**config.mk**
```make
export PLATFORM = sky130hd
export DESIGN_NAME = excess3_seg_display_flat
export DESIGN_NICKNAME = d
export VERILOG_FILES = /design/src/rtl/excess3_seg_display_if.sv /design/src/rtl/excess3_seg_display.sv /design/src/flat_wrapper.sv
export SDC_FILE = /design/constraint.sdc
export NUM_CORES = 1
export LEC_CHECK = 0
export CAP_MARGIN = 25
export CORE_ASPECT_RATIO = 0.9
export CORE_MARGIN = 4
export CORE_UTILIZATION = 53
export CTS_CLUSTER_SIZE = 40
export DETAILED_ROUTE_END_ITERATION = 16
export GPL_ROUTABILITY_DRIVEN = 0
export PLACE_DENSITY = 0.74
export SYNTH_ARGS = -nofsm -noshare
export SYNTH_HDL_FRONTEND = slang
export SYNTH_SLANG_ARGS = --single-unit
```
**constraint.sdc**
```tcl
create_clock -name clk -period 3.3 [get_ports clk]
set_clock_uncertainty 0.2 [all_clocks]
set_input_delay 0.66 -clock clk [delete_from_list [all_inputs] [get_ports clk]]
set_output_delay 0.66 -clock clk [all_outputs]
set_load 0.02 [all_outputs]
```
**src/rtl/excess3_seg_display_if.sv**
```systemverilog
// Bus between the excess-3 word producer and the display block.
// The master side drives code words; the slave side drives the display pins and error flag.
interface excess3_seg_display_if;
  logic [3:0] z_in;
  logic       z_valid;
  logic [6:0] seg;
  logic       dp;
  logic [3:0] an;
  logic       err;

  modport master (output z_in, z_valid, input seg, dp, an, err);
  modport slave  (input z_in, z_valid, output seg, dp, an, err);
endinterface

```
**src/rtl/excess3_seg_display.sv**
```systemverilog
// Excess-3 word checker, 4-digit BCD history buffer and multiplexed
// active-low common-anode 7-segment driver. Slot 0 (an[0]) is the newest digit.
module excess3_seg_display #(
  parameter int REFRESH_DIV = 50000
) (
  input  logic                 clk,
  input  logic                 reset,
  excess3_seg_display_if.slave bus
);
  localparam int PW = (REFRESH_DIV > 2) ? $clog2(REFRESH_DIV) : 1;
  localparam logic [PW-1:0] PRESC_LAST = PW'(REFRESH_DIV - 1);

  logic [3:0][3:0] digits_q, digits_d;
  logic [2:0]      loaded_q, loaded_d;
  logic            err_q,    err_d;
  logic [PW-1:0]   presc_q,  presc_d;
  logic [1:0]      idx_q,    idx_d;
  logic [6:0]      seg_q,    seg_d;
  logic            dp_q,     dp_d;
  logic [3:0]      an_q,     an_d;
  logic            z_legal;

  // Active-low {g,f,e,d,c,b,a}; non-BCD values stay dark.
  function automatic logic [6:0] decode(input logic [3:0] d);
    case (d)
      4'd0:    decode = 7'h40;
      4'd1:    decode = 7'h79;
      4'd2:    decode = 7'h24;
      4'd3:    decode = 7'h30;
      4'd4:    decode = 7'h19;
      4'd5:    decode = 7'h12;
      4'd6:    decode = 7'h02;
      4'd7:    decode = 7'h78;
      4'd8:    decode = 7'h00;
      4'd9:    decode = 7'h10;
      default: decode = 7'h7F;
    endcase
  endfunction

  // Next state: word intake, scan timing, and display outputs from the pre-edge state.
  always_comb begin
    z_legal  = (bus.z_in >= 4'd3) && (bus.z_in <= 4'd12);
    digits_d = digits_q;
    loaded_d = loaded_q;
    err_d    = err_q;
    if (bus.z_valid) begin
      if (z_legal) begin
        digits_d = {digits_q[2:0], bus.z_in - 4'd3};
        loaded_d = (loaded_q == 3'd4) ? 3'd4 : loaded_q + 3'd1;
        err_d    = 1'b0;
      end else begin
        err_d    = 1'b1;
      end
    end
    // Scan step is independent of the intake path above.
    if (presc_q == PRESC_LAST) begin
      presc_d = '0;
      idx_d   = idx_q + 2'd1;
    end else begin
      presc_d = presc_q + PW'(1);
      idx_d   = idx_q;
    end
    an_d  = ~(4'b0001 << idx_q);
    seg_d = ({1'b0, idx_q} < loaded_q) ? decode(digits_q[idx_q]) : 7'h7F;
    dp_d  = !((idx_q == 2'd0) && err_q);
  end

  // State and output registers; reset darkens the display immediately.
  always_ff @(posedge clk or posedge reset) begin
    if (reset) begin
      digits_q <= '0;
      loaded_q <= '0;
      err_q    <= 1'b0;
      presc_q  <= '0;
      idx_q    <= '0;
      seg_q    <= 7'h7F;
      dp_q     <= 1'b1;
      an_q     <= 4'hF;
    end else begin
      digits_q <= digits_d;
      loaded_q <= loaded_d;
      err_q    <= err_d;
      presc_q  <= presc_d;
      idx_q    <= idx_d;
      seg_q    <= seg_d;
      dp_q     <= dp_d;
      an_q     <= an_d;
    end
  end

  assign bus.seg = seg_q;
  assign bus.dp  = dp_q;
  assign bus.an  = an_q;
  assign bus.err = err_q;
endmodule

```
**src/flat_wrapper.sv**
```systemverilog
// flat-port wrapper written by rule: the top's interface ports become plain ports
module excess3_seg_display_flat 
#(
  parameter int REFRESH_DIV = 50000
)
  (clk, reset, bus_z_in, bus_z_valid, bus_seg, bus_dp, bus_an, bus_err);
  excess3_seg_display_if bus_i ();
  input  logic clk;
  input  logic reset;
  input wire logic [$bits(bus_i.z_in)-1:0] bus_z_in;
  input wire logic [$bits(bus_i.z_valid)-1:0] bus_z_valid;
  output wire logic [$bits(bus_i.seg)-1:0] bus_seg;
  output wire logic [$bits(bus_i.dp)-1:0] bus_dp;
  output wire logic [$bits(bus_i.an)-1:0] bus_an;
  output wire logic [$bits(bus_i.err)-1:0] bus_err;
  assign bus_i.z_in = bus_z_in;
  assign bus_i.z_valid = bus_z_valid;
  assign bus_seg = bus_i.seg;
  assign bus_dp = bus_i.dp;
  assign bus_an = bus_i.an;
  assign bus_err = bus_i.err;
  excess3_seg_display #(.REFRESH_DIV(REFRESH_DIV)) u_core (.clk(clk), .reset(reset), .bus(bus_i));
endmodule
```
==> metrics.md <==
| Metric | Value |
|---|---|
| Worst setup EP type | `register` |
| Diodes inserted | `0` |
| Post-place setup slack | `0.463 ns` |
| Max Fanout on Critical Path | `9` |
| HP Class | `reg -> reg` |
| Crit-path slowest cell | `clkdlybuf4s50_1` |
| Critical Path RT | `3.29 ns` |
| Synth-to-Final Area Change | `15.3%` |
| First-pass GRT wire length | `7510 um` |
| Seq/Total Area, Yosys | `0.530` |
| DRT antenna net count | `0` |
| Tmin final | `2.51 ns` |
| Final WL | `4290 um` |
| Fin crit share | `0.761` |
| Setup TNS | `0 ns` |
| Fin. Hold Viols | `0` |
| Worst Tran Pin Value | `0.752 ns` |
| Hold buffer count at cts | `0` |
| Initial antenna violation count | `0` |
| Rel. slew slack | `0.494` |
| Final #Nets | `249` |
| Reg2reg setup slack | `0.99 ns` |
| P per Cell Area | `594 nW/um^2` |
| Max IR drop VDD | `0.000376 V` |
| # IOs | `20` |
| Share of cells above drive strength 1 | `0.215` |
| Max Cap Viol | `0` |
| Cell depth of the worst hold path | `1` |
| Largest net degree at the start of global routing | `23` |
| Critical path type | `in -> reg` |
| Final HPWL DP | `3200 um` |
| Wire per inst | `14.9 um` |
| IO buf count | `19` |
| Yosys cell types | `36` |
| Worst-path clk slew | `0.09 ns` |
| CTS resizes | `0` |
| Min-delay src | `u_core.bus.err$_DFFE_PP0P_` |
| CP arrival | `2.50 ns` |
| Fin. max-slew vios | `0` |
| Num CTS Buffers | `5` |
| Final-report setup violation count | `0` |
| Ys async rst share | `1.00` |
| Clk root buf | `clkbuf_8` |
| Htree depth | `2` |
| Setup crit start kind | `primary input` |
| Delay-heaviest family, CP | `buffers and inverters` |
| Die outline width | `78.8 um` |
| Starting DRC count in detailed routing | `110` |
| Vias per inst | `5.30` |
| Max Fclk | `0.398 GHz` |
| Total track usage | `0.168` |
| R2R Path End | `u_core.idx_q[1]$_DFFE_PP0N_` |
| Pleak | `0.00118 uW` |
| DR pass1 iterations | `4` |
| Longest Clk Path Bufs | `2` |
| Starting Density | `0.567` |
| TritonCTS clock tree | `built` |
| Setup repair bufs after CTS | `0` |
| R2R cell count | `4` |
| Worst r2r src | `u_core.presc_q[0]$_DFF_PP0_` |
| Die ar. | `5650 sq um` |
| Total congestion overflow | `0` |
| Cell Area, Synth | `2390 sq um` |
| Critical Path Max Stage Delay | `0.53 ns` |
| Syn Inst Count | `203` |
| Ys Warns | `0` |
| Critical Path Start | `bus_z_in[0]` |
| Number of synthesized flops with an enable pin | `0` |
| Most used DFF post-synth | `dfrtp_1` |
| Syn_nets | `225` |
| #FFs+latches synth | `50` |
| Crit-path cells | `clkdlybuf4s50_1 -> ha_1 -> o31ai_1 -> a31oi_2 -> buf_4 -> mux2_2` |
| Status | `finished, final reports clean` |
| PnR worst setup slack | `0.790 ns` |
| Rows | `22` |
| Worst path buffer plus inverter count | `2` |
| Die extent in y | `71.7 um` |
| Core area | `4210 sq um` |
| CTS sink cnt | `50` |
| Worst-Skew Late Latency | `0.30 ns` |
| Vias in the first global route | `1,665` |
| RSZ-0062 raised after global routing | `no` |
| Synth Area per Inst | `11.8 sq um` |
| Residual DRC | `0` |
| Hold Crit Endpoint | `u_core.bus.dp$_DFF_PP1_` |
| Vias | `1,527` |
layer usage:
metal  share of wire  global-route usage  up-vias
li1                -                   -      731
met2            0.49               0.290       31
met5               0                   0        -
met1            0.46               0.210      757
met4           0.018              0.0602        0
met3           0.034              0.0352        8
worst max-delay path by stage:
stage	end	slack, ns	cells past startpoint
floorplan	u_core.digits_q[10]$_DFFE_PP0P_	1.04	5
global placement	u_core.digits_q[15]$_DFFE_PP0P_	0.57	6
detailed placement	u_core.digits_q[10]$_DFFE_PP0P_	0.46	6
CTS	u_core.digits_q[10]$_DFFE_PP0P_	0.78	6
global route	u_core.digits_q[4]$_DFFE_PP0P_	0.65	6
finish	u_core.digits_q[10]$_DFFE_PP0P_	0.79	6
kinds of logic after synthesis:
logic type | share of synthesized area
adder cells (fa/ha/maj) | 0.0785
AND/OR/NAND/NOR | 0.104
XOR/XNOR | 0.0623
multiplexers | 0.121
buffers and inverters | 0.0440
flip-flops | 0.530
AO/OA/AOI/OAI | 0.0602
synth_stat cells (4+ instances only):
cell type	count	area share
a21oi_1	8	0.017
buf_2	5	0.010
dfrtp_1	38	0.40
dfstp_2	12	0.13
ha_1	15	0.079
inv_1	19	0.030
mux2_2	15	0.071
mux4_2	4	0.038
nand2_1	9	0.014
nand4_1	4	0.010
nor2_1	16	0.025
o21ai_0	5	0.010
xnor2_1	9	0.033
xor2_1	8	0.029
layout make-up:
class                      count  area [sq um]
clock buffer                   5          68.8
clock inverter                 3          21.3
fill                         329          1460
inverter                      19          71.3
multi-input combinational    127          1020
sequential                    50          1270
tap                           60          75.1
timing repair buffer          24           228
cell usage in the layout (no fill, tap or decap), types with 2 or more instances in the layout:
cell type	count
dfrtp_1	38
clkdlybuf4s50_1	19
inv_1	18
nor2_1	16
mux2_2	15
ha_1	15
dfstp_2	12
nand2_1	9
xnor2_1	9
a21oi_1	8
xor2_1	8
o21ai_0	5
clkbuf_8	5
buf_4	5
mux4_2	4
nand4_1	4
mux2i_1	3
o21bai_1	3
nand3_1	3
nor4_1	3
nor3_1	3
o31ai_1	2
nor3b_1	2
nor2b_1	2
registers in the layout (all words and copies together) (netlist names):
name / cells
u_core.loaded_q: 3
u_core.bus.an: 4
u_core.digits_q: 16
u_core.idx_q: 2
u_core.bus.seg: 7
u_core.presc_q: 16
u_core.bus.err: 1
u_core.bus.dp: 1
power by group:
group	internal [uW]	leakage [uW]	switching (uW)
Combinational	226	0.000544	221
Clock	149	0.0000441	202
Sequential	767	0.000594	71.7
stage by stage:
stage | hold slack (ns) | util | std cells | total power [uW] | cell area, sq um
global placement | 0.246 | 0.633 | 280 | 1260 | 2670
finish | 0.265 | 0.654 | 288 | 1640 | 2760
CTS | 0.277 | 0.654 | 288 | 1650 | 2760
detailed placement | 0.262 | 0.633 | 280 | 1300 | 2670
global route | 0.301 | 0.654 | 288 | 1740 | 2760
floorplan | 0.253 | - | 203 | 1130 | 2390
No activity file was read; power rests on OpenSTA's default activity.
